## src/rtl/mac_pkg.sv

```systemverilog
// Shared definitions for the systolic matrix-multiply engine.
//   state_t : engine sequencing states
//   cnt_w   : width of the beat / flush step counter (holds up to 3N-1)
//   row_w   : width of the result row index
package mac_pkg;

    typedef enum logic [1:0] {IDLE, LOAD, FLUSH, OUT} state_t;

    localparam int N_DEF      = 3;
    localparam int DW_DEF     = 5;
    localparam int ACC_W_DEF  = 2*DW_DEF + 4;
    localparam int SIGNED_DEF = 0;

    function automatic int cnt_w(input int n);
        return $clog2(3*n);
    endfunction

    function automatic int row_w(input int n);
        return $clog2(n);
    endfunction

endpackage

```

## src/rtl/mac_systolic_mm_if.sv

```systemverilog
// Operand-in / result-out streaming bus of the systolic matrix-multiply engine.
//   in_valid/in_ready : operand beat handshake (a_col = column k of A, b_row = row k of B)
//   acc_keep          : with beat 0, add the tile onto the existing result
//   out_valid/out_ready : result row handshake (c_row = row out_row of C, out_last on row N-1)
//   busy              : engine is not idle
// master = operand/result producer-consumer side, slave = engine side.
interface mac_systolic_mm_if
    import mac_pkg::*;
#(
    parameter int N     = N_DEF,
    parameter int DW    = DW_DEF,
    parameter int ACC_W = 2*DW + 4
);
    logic                        in_valid;
    logic                        in_ready;
    logic [N-1:0][DW-1:0]        a_col;
    logic [N-1:0][DW-1:0]        b_row;
    logic                        acc_keep;
    logic                        out_valid;
    logic                        out_ready;
    logic [N-1:0][ACC_W-1:0]     c_row;
    logic [row_w(N)-1:0]         out_row;
    logic                        out_last;
    logic                        busy;

    modport master (
        output in_valid, a_col, b_row, acc_keep, out_ready,
        input  in_ready, out_valid, c_row, out_row, out_last, busy
    );

    modport slave (
        input  in_valid, a_col, b_row, acc_keep, out_ready,
        output in_ready, out_valid, c_row, out_row, out_last, busy
    );
endinterface

```

## src/rtl/mac_pe.sv

```systemverilog
// One processing element of the output-stationary array.
//   clk, rst_n : clock, async active-low reset
//   step_en    : array advances one step this cycle
//   clr        : start a new sum (acc = product instead of acc + product)
//   a_in/b_in  : operands from the left / top neighbour
//   a_out/b_out: registered pass-through to the right / bottom neighbour
//   acc        : running dot product
module mac_pe
    import mac_pkg::*;
#(
    parameter int DW     = DW_DEF,
    parameter int ACC_W  = 2*DW + 4,
    parameter int SIGNED = SIGNED_DEF
) (
    input  logic             clk,
    input  logic             rst_n,
    input  logic             step_en,
    input  logic             clr,
    input  logic [DW-1:0]    a_in,
    input  logic [DW-1:0]    b_in,
    output logic [DW-1:0]    a_out,
    output logic [DW-1:0]    b_out,
    output logic [ACC_W-1:0] acc
);
    localparam logic SX = (SIGNED != 0);

    logic [2*DW-1:0]  a_x, b_x, prod;
    logic [ACC_W-1:0] prod_x;

    // Extending both operands to 2*DW first makes the low 2*DW bits of the
    // product exact in either signedness.
    assign a_x    = {{DW{SX & a_in[DW-1]}}, a_in};
    assign b_x    = {{DW{SX & b_in[DW-1]}}, b_in};
    assign prod   = a_x * b_x;
    assign prod_x = {{(ACC_W-2*DW){SX & prod[2*DW-1]}}, prod};

    always_ff @(posedge clk or negedge rst_n) begin
        if (!rst_n) begin
            a_out <= '0;
            b_out <= '0;
            acc   <= '0;
        end else if (step_en) begin
            a_out <= a_in;
            b_out <= b_in;
            acc   <= (clr ? '0 : acc) + prod_x;
        end
    end
endmodule

```

## src/rtl/mac_systolic_mm.sv

```systemverilog
// N x N output-stationary systolic matrix multiply, C = A.B (optionally C += A.B).
//   clk, rst_n : clock, async active-low reset
//   bus        : slave side of mac_systolic_mm_if (operand beats in, result rows out)
// Beat k carries column k of A and row k of B. Operands enter through
// triangular skew banks so PE(i,j) sees a[i][k], b[k][j] together at step
// k+i+j+1; 2N-1 zero-operand flush steps then complete the last product
// before rows are drained one per handshake.
module mac_systolic_mm
    import mac_pkg::*;
#(
    parameter int N      = N_DEF,
    parameter int DW     = DW_DEF,
    parameter int ACC_W  = 2*DW + 4,
    parameter int SIGNED = SIGNED_DEF
) (
    input  logic              clk,
    input  logic              rst_n,
    mac_systolic_mm_if.slave  bus
);
    localparam int CW = cnt_w(N);
    localparam int RW = row_w(N);

    state_t                  state;
    logic [CW-1:0]           cnt;
    logic [RW-1:0]           row, row_nxt;
    logic                    in_ready_q, out_valid_q, out_last_q;
    logic [N-1:0][ACC_W-1:0] c_q;

    logic                    fire, step_en, clr;
    logic [N-1:0][DW-1:0]    a_inj, b_inj, a_edge, b_edge;
    logic [DW-1:0]           a_h [N][N+1];
    logic [DW-1:0]           b_v [N+1][N];
    logic [ACC_W-1:0]        acc_m [N][N];
    logic [N-1:0]            unused_a, unused_b;

    // in_ready_q is only set in IDLE/LOAD, so fire implies one of those.
    assign fire    = bus.in_valid & in_ready_q;
    assign step_en = fire | (state == FLUSH);
    assign clr     = fire & (state == IDLE) & ~bus.acc_keep;
    assign a_inj   = (state == FLUSH) ? '0 : bus.a_col;
    assign b_inj   = (state == FLUSH) ? '0 : bus.b_row;

    // Skew banks: lane i delayed i steps. Lane 0 feeds the array directly.
    for (genvar gi = 0; gi < N; gi++) begin : g_skew
        if (gi == 0) begin : g_direct
            assign a_edge[gi] = a_inj[gi];
            assign b_edge[gi] = b_inj[gi];
        end else begin : g_delay
            logic [gi-1:0][DW-1:0] a_sr, b_sr;
            always_ff @(posedge clk or negedge rst_n) begin
                if (!rst_n) begin
                    a_sr <= '0;
                    b_sr <= '0;
                end else if (step_en) begin
                    a_sr[0] <= a_inj[gi];
                    b_sr[0] <= b_inj[gi];
                    for (int d = 1; d < gi; d++) begin
                        a_sr[d] <= a_sr[d-1];
                        b_sr[d] <= b_sr[d-1];
                    end
                end
            end
            assign a_edge[gi] = a_sr[gi-1];
            assign b_edge[gi] = b_sr[gi-1];
        end
    end

    for (genvar gi = 0; gi < N; gi++) begin : g_row
        assign a_h[gi][0] = a_edge[gi];
        assign b_v[0][gi] = b_edge[gi];
        // Operands leaving the array edge go nowhere.
        assign unused_a[gi] = ^a_h[gi][N];
        assign unused_b[gi] = ^b_v[N][gi];
        for (genvar gj = 0; gj < N; gj++) begin : g_col
            mac_pe #(.DW(DW), .ACC_W(ACC_W), .SIGNED(SIGNED)) u_pe (
                .clk     (clk),
                .rst_n   (rst_n),
                .step_en (step_en),
                .clr     (clr),
                .a_in    (a_h[gi][gj]),
                .b_in    (b_v[gi][gj]),
                .a_out   (a_h[gi][gj+1]),
                .b_out   (b_v[gi+1][gj]),
                .acc     (acc_m[gi][gj])
            );
        end
    end

    assign row_nxt = row + 1'b1;

    always_ff @(posedge clk or negedge rst_n) begin
        if (!rst_n) begin
            state       <= IDLE;
            cnt         <= '0;
            row         <= '0;
            in_ready_q  <= 1'b0;
            out_valid_q <= 1'b0;
            out_last_q  <= 1'b0;
            c_q         <= '0;
        end else begin
            case (state)
                IDLE: begin
                    in_ready_q <= 1'b1;
                    if (fire) begin
                        state <= LOAD;
                        cnt   <= CW'(1);
                    end
                end
                LOAD: begin
                    if (fire) begin
                        if (cnt == CW'(N-1)) begin
                            state      <= FLUSH;
                            cnt        <= '0;
                            in_ready_q <= 1'b0;
                        end else begin
                            cnt <= cnt + 1'b1;
                        end
                    end
                end
                FLUSH: begin
                    cnt <= cnt + 1'b1;
                    // The final flush step adds only zero products, so row 0
                    // is already complete when captured here.
                    if (cnt == CW'(2*N-2)) begin
                        state       <= OUT;
                        cnt         <= '0;
                        row         <= '0;
                        out_valid_q <= 1'b1;
                        out_last_q  <= 1'b0;
                        for (int j = 0; j < N; j++) c_q[j] <= acc_m[0][j];
                    end
                end
                OUT: begin
                    if (bus.out_ready) begin
                        if (row == RW'(N-1)) begin
                            state       <= IDLE;
                            row         <= '0;
                            out_valid_q <= 1'b0;
                            out_last_q  <= 1'b0;
                            in_ready_q  <= 1'b1;
                        end else begin
                            row        <= row_nxt;
                            out_last_q <= (row_nxt == RW'(N-1));
                            for (int j = 0; j < N; j++) c_q[j] <= acc_m[row_nxt][j];
                        end
                    end
                end
                default: state <= IDLE;
            endcase
        end
    end

    assign bus.in_ready  = in_ready_q;
    assign bus.out_valid = out_valid_q;
    assign bus.out_last  = out_last_q;
    assign bus.out_row   = row;
    assign bus.c_row     = c_q;
    assign bus.busy      = (state != IDLE);
endmodule

```

## src/flat_wrapper.sv

```systemverilog
// flat-port wrapper written by rule: the top's interface ports become plain ports
module mac_systolic_mm_flat import mac_pkg::*;
#(
    parameter int N      = N_DEF,
    parameter int DW     = DW_DEF,
    parameter int ACC_W  = 2*DW + 4,
    parameter int SIGNED = SIGNED_DEF
)
  (clk, rst_n, bus_in_valid, bus_a_col, bus_b_row, bus_acc_keep, bus_out_ready, bus_in_ready, bus_out_valid, bus_c_row, bus_out_row, bus_out_last, bus_busy);
  mac_systolic_mm_if #(.N(N), .DW(DW), .ACC_W(ACC_W)) bus_i ();
  input  logic clk;
  input  logic rst_n;
  input wire logic [$bits(bus_i.in_valid)-1:0] bus_in_valid;
  input wire logic [$bits(bus_i.a_col)-1:0] bus_a_col;
  input wire logic [$bits(bus_i.b_row)-1:0] bus_b_row;
  input wire logic [$bits(bus_i.acc_keep)-1:0] bus_acc_keep;
  input wire logic [$bits(bus_i.out_ready)-1:0] bus_out_ready;
  output wire logic [$bits(bus_i.in_ready)-1:0] bus_in_ready;
  output wire logic [$bits(bus_i.out_valid)-1:0] bus_out_valid;
  output wire logic [$bits(bus_i.c_row)-1:0] bus_c_row;
  output wire logic [$bits(bus_i.out_row)-1:0] bus_out_row;
  output wire logic [$bits(bus_i.out_last)-1:0] bus_out_last;
  output wire logic [$bits(bus_i.busy)-1:0] bus_busy;
  assign bus_i.in_valid = bus_in_valid;
  assign bus_i.a_col = bus_a_col;
  assign bus_i.b_row = bus_b_row;
  assign bus_i.acc_keep = bus_acc_keep;
  assign bus_i.out_ready = bus_out_ready;
  assign bus_in_ready = bus_i.in_ready;
  assign bus_out_valid = bus_i.out_valid;
  assign bus_c_row = bus_i.c_row;
  assign bus_out_row = bus_i.out_row;
  assign bus_out_last = bus_i.out_last;
  assign bus_busy = bus_i.busy;
  mac_systolic_mm #(.N(N), .DW(DW), .ACC_W(ACC_W), .SIGNED(SIGNED)) u_core (.clk(clk), .rst_n(rst_n), .bus(bus_i));
endmodule
```

## config.mk

```make
export PLATFORM = sky130hd
export DESIGN_NAME = mac_systolic_mm_flat
export DESIGN_NICKNAME = d
export VERILOG_FILES = /design/src/rtl/mac_pkg.sv /design/src/rtl/mac_systolic_mm_if.sv /design/src/rtl/mac_pe.sv /design/src/rtl/mac_systolic_mm.sv /design/src/flat_wrapper.sv
export SDC_FILE = /design/constraint.sdc
export NUM_CORES = 1
export LEC_CHECK = 0
export ABC_AREA = 1
export BUFFER_PORTS_ARGS = -buffer_cell sky130_fd_sc_hd__buf_2
export CAP_MARGIN = 20
export CORE_MARGIN = 10
export CORE_UTILIZATION = 30
export DETAILED_ROUTE_END_ITERATION = 7
export GPL_TIMING_DRIVEN = 0
export PLACE_DENSITY = 0.46
export REMOVE_ABC_BUFFERS = 1
export SYNTH_ARGS = -nofsm -noshare
export SYNTH_HDL_FRONTEND = slang
export SYNTH_SLANG_ARGS = --single-unit
```

## constraint.sdc

```tcl
create_clock -name clk -period 4.6 [get_ports clk]
set_input_delay 0.92 -clock clk [delete_from_list [all_inputs] [get_ports clk]]
set_output_delay 0.92 -clock clk [all_outputs]
set_load 0.005 [all_outputs]
```

==> results.json <==
{
  "wl_um": 62900,
  "finalCritPeriodShare_pct": 94.3,
  "relSlewSlack_pct": 55.4,
  "grt.total_usage_pct": 14.8,
  "cap_violations": 0,
  "synth_top_flop_cell": "dfrtp_1",
  "seq_area_um2": 6710,
  "cts_tree": "built",
  "gp_congestion": 0.787,
  "pwr-share-clk_pct": 16.7,
  "dieHeight_um": 293,
  "grt_max_degree": 111,
  "power_frac_seq_pct": 25.0,
  "path_clk_slew_ps": 60,
  "antennaDiodeCount": 0,
  "vias": 18200,
  "wl_per_cell_um": 15.6,
  "grt_pass1_wl_um": 102000,
  "route.detailed.drc": 0,
  "fp-row-count": 100,
  "hp-class": "input pin to async pin",
  "area_growth_pct": 14.3,
  "yosys_warnings": 0,
  "yosysSeqAreaShare_pct": 30.0,
  "place_area_um2": 23900,
  "hold_ws_ps": 273,
  "drt_iter0_drc": 1012,
  "yosysUniqueCellTypes": 34,
  "power.leakage_uw": 0.0142,
  "cp-end-kind": "register",
  "die_w_um": 293,
  "slew_violations": 0,
  "outcome": "finished clean",
  "p_int_uw": 9180,
  "nFillCells": 8032,
  "synth_common_cells": "nand2_1, inv_1, dfrtp_1, o21ai_0",
  "cts-root-buf": "clkbuf_16",
  "ios": 83,
  "core_area_um2": 74200,
  "multiInputGateArea_um2": 13000,
  "clkSinkCount": 268,
  "worst-setup-path-type": "register to register",
  "async_reset_ff_share_pct": 100,
  "die_area_um2": 85900,
  "stdcell_area_um2": 25600,
  "power_uw": 17900,
  "avgViaCountPerCell": 4.50,
  "netlist_area_um2": 22400,
  "synth-edff-count": 0,
  "swShare_pct": 48.7,
  "antenna_found_initial": 1,
  "numPortBuffers": 82,
  "clock_path_buffers": 3,
  "power_switching_uw": 8700,
  "synth_area_leaders": "dfrtp_1, nand2_1, fa_1",
  "ys_seq_elements": 268,
  "firstDrtPassIters": 5,
  "tightest_slew_ps": 666,
  "ant_nets": 0,
  "cp_max_fo": 27,
  "critPathRequiredTime_ps": 5010,
  "nNetsFinal": 3423,
  "power.density_nw_per_um2": 699,
  "clock_latency_ps": 570,
  "grt_overflow_total": 0,
  "holdBufCountCts": 0,
  "finClkSkew_ps": 33.5,
  "combPwrFrac_pct": 58.2,
  "grt_pass1_vias": 18600,
  "setup_viol": 0,
  "synth_top_cell_by_area": "dfrtp_1",
  "critPathLaunchType": "register",
  "syn-instance-count": 2979,
  "synth_top_area_share_pct": 30.0,
  "ir_drop_uv": 406,
  "dpl.hpwl_um": 45600,
  "avgSynthCellArea_um2": 7.51,
  "finalCriticalPeriod_ps": 4340,
  "drive_gt1_share_pct": 7.89,
  "cts.htree.levels": 2,
  "critical_path_arrival_ps": 4740,
  "final_hold_viol_count": 0,
  "synth.most_common_cell": "nand2_1",
  "rsz0062_at_grt": "true",
  "max_freq_ghz": 0.230,
  "start_util_pct": 30.2,
  "cts_buffers": 37
}
[stage by stage]
| step | TNS, ps | utilization, % | setup WS, ps | instances |
|---|---|---|---|---|
| 2_1_floorplan | -420930 | - | -3080 | 2885 |
| 3_3_place_gp | -2592380 | 31.7 | -10560 | 3936 |
| 3_5_place_dp | -84930 | 32.3 | -1460 | 3953 |
| 4_1_cts | 0 | 34.3 | 19.4 | 4029 |
| 5_1_grt | -64.1 | 34.5 | -37.0 | 4038 |
| 6_report | 0 | 34.5 | 261 | 4038 |
[critical path, stage by stage (launching register included)]
cell     delay [ps]
dfrtp_1         410
inv_2           100
ha_2            420
inv_6           190
nand2_1         210
nor2_1           90
fa_1            550
inv_1            50
fa_1            450
fa_1            490
inv_1            40
ha_1            330
a21oi_1         220
nor2_1           70
nor2_1           90
nand2_1          70
or2_2           270
nand3_1          60
o21ai_0          80
[cells by family after synthesis]
| family | after synthesis | share of synthesized area (%) |
|---|---|---|
| AOI/OAI and AO/OA | 421 | 10.1 |
| xor gates and xnor gates | 38 | 1.49 |
| adders and majority gates | 344 | 24.4 |
| buffers and inverters | 701 | 12.5 |
| DFF | 268 | 30.0 |
| and+or+nand+nor | 1207 | 21.6 |
[placed cells by master (no fill, tap or decap), drive strengths merged]
cell type,instances
a31oi,11
bufbuf,2
clkinvlp,1
clkinv,10
bufinv,3
nand3b,21
a21o,3
o21ai,290
nand4,4
inv,605
buf,117
o21a,12
xor2,19
or2,3
o22ai,1
dfrtp,268
nor3,18
a21oi,104
nand3,118
nor2,192
nand2,851
fa,153
clkbuf,53
xnor2,19
ha,191
[power by group through the flow]
stage	combinational (uW)	sequential [uW]	clock, uW
after floorplan	7360	4100	0
after global placement	9860	4520	0
after detailed placement	10200	4520	0
after CTS	10400	4490	3110
after global routing	12200	4640	3190
final	10400	4470	2990
[per-layer routing]
metal | part of all wire, % | wire, um | vias up | GRT usage (%)
li1 | - | - | 9265 | -
met1 | 47 | 29800 | 8611 | 19.4
met2 | 48 | 30000 | 218 | 25.6
met3 | 3.2 | 2010 | 59 | 1.96
met4 | 1.7 | 1070 | 0 | 3.26
met5 | 0 | 0 | - | 0
[registers in the layout, summed over array words and instances (netlist names)]
name,cells
u_core.g_row.g_col.u_pe.acc,126
u_core.bus.out_last,1
u_core.g_row.g_col.u_pe.b_out,30
u_core.bus.out_row,1
u_core.cnt,4
u_core.state,2
u_core.g_skew.g_delay.a_sr,10
u_core.bus.c_row,42
u_core.bus.out_valid,1
u_core.g_row.g_col.u_pe.a_out,30
u_core.bus.in_ready,1
u_core.a_edge,5
u_core.b_edge,5
u_core.g_skew.g_delay.b_sr,10
[area by class of cell]
type                    instances  area share (%)
clock buffers                  52            4.24
clock inverters                12           0.582
inverters                     607            9.10
multi-input cells            2010            50.9
flip-flops and latches        268            26.2
well taps                     969            4.74
repair buffers                120            4.23
[worst paths after layout]
path,slack [ps],to,start,cells after the start
worst max-delay path,260,u_core.g_row[0].g_col[0].u_pe.acc[9],u_core.state[0],18
worst min-delay path,270,u_core.cnt[1],rst_n,1
worst max register to register,260,u_core.g_row[0].g_col[0].u_pe.acc[9],u_core.state[0],18
worst min register to register,460,u_core.bus.out_valid,u_core.bus.out_valid,2
max in group asynchronous,2900,u_core.bus.c_row[17],rst_n,3
min in group clk,460,u_core.bus.out_valid,u_core.bus.out_valid,2
[timing repair]
action / 4_1_cts / 5_1_grt
pin swaps: 1 / 6
resized for setup: 19 / 20
setup endpoints to repair: 84 / 56
setup buffers: 9 / 8
cloned: 3 / 1
(Power assumes the default switching activity.)
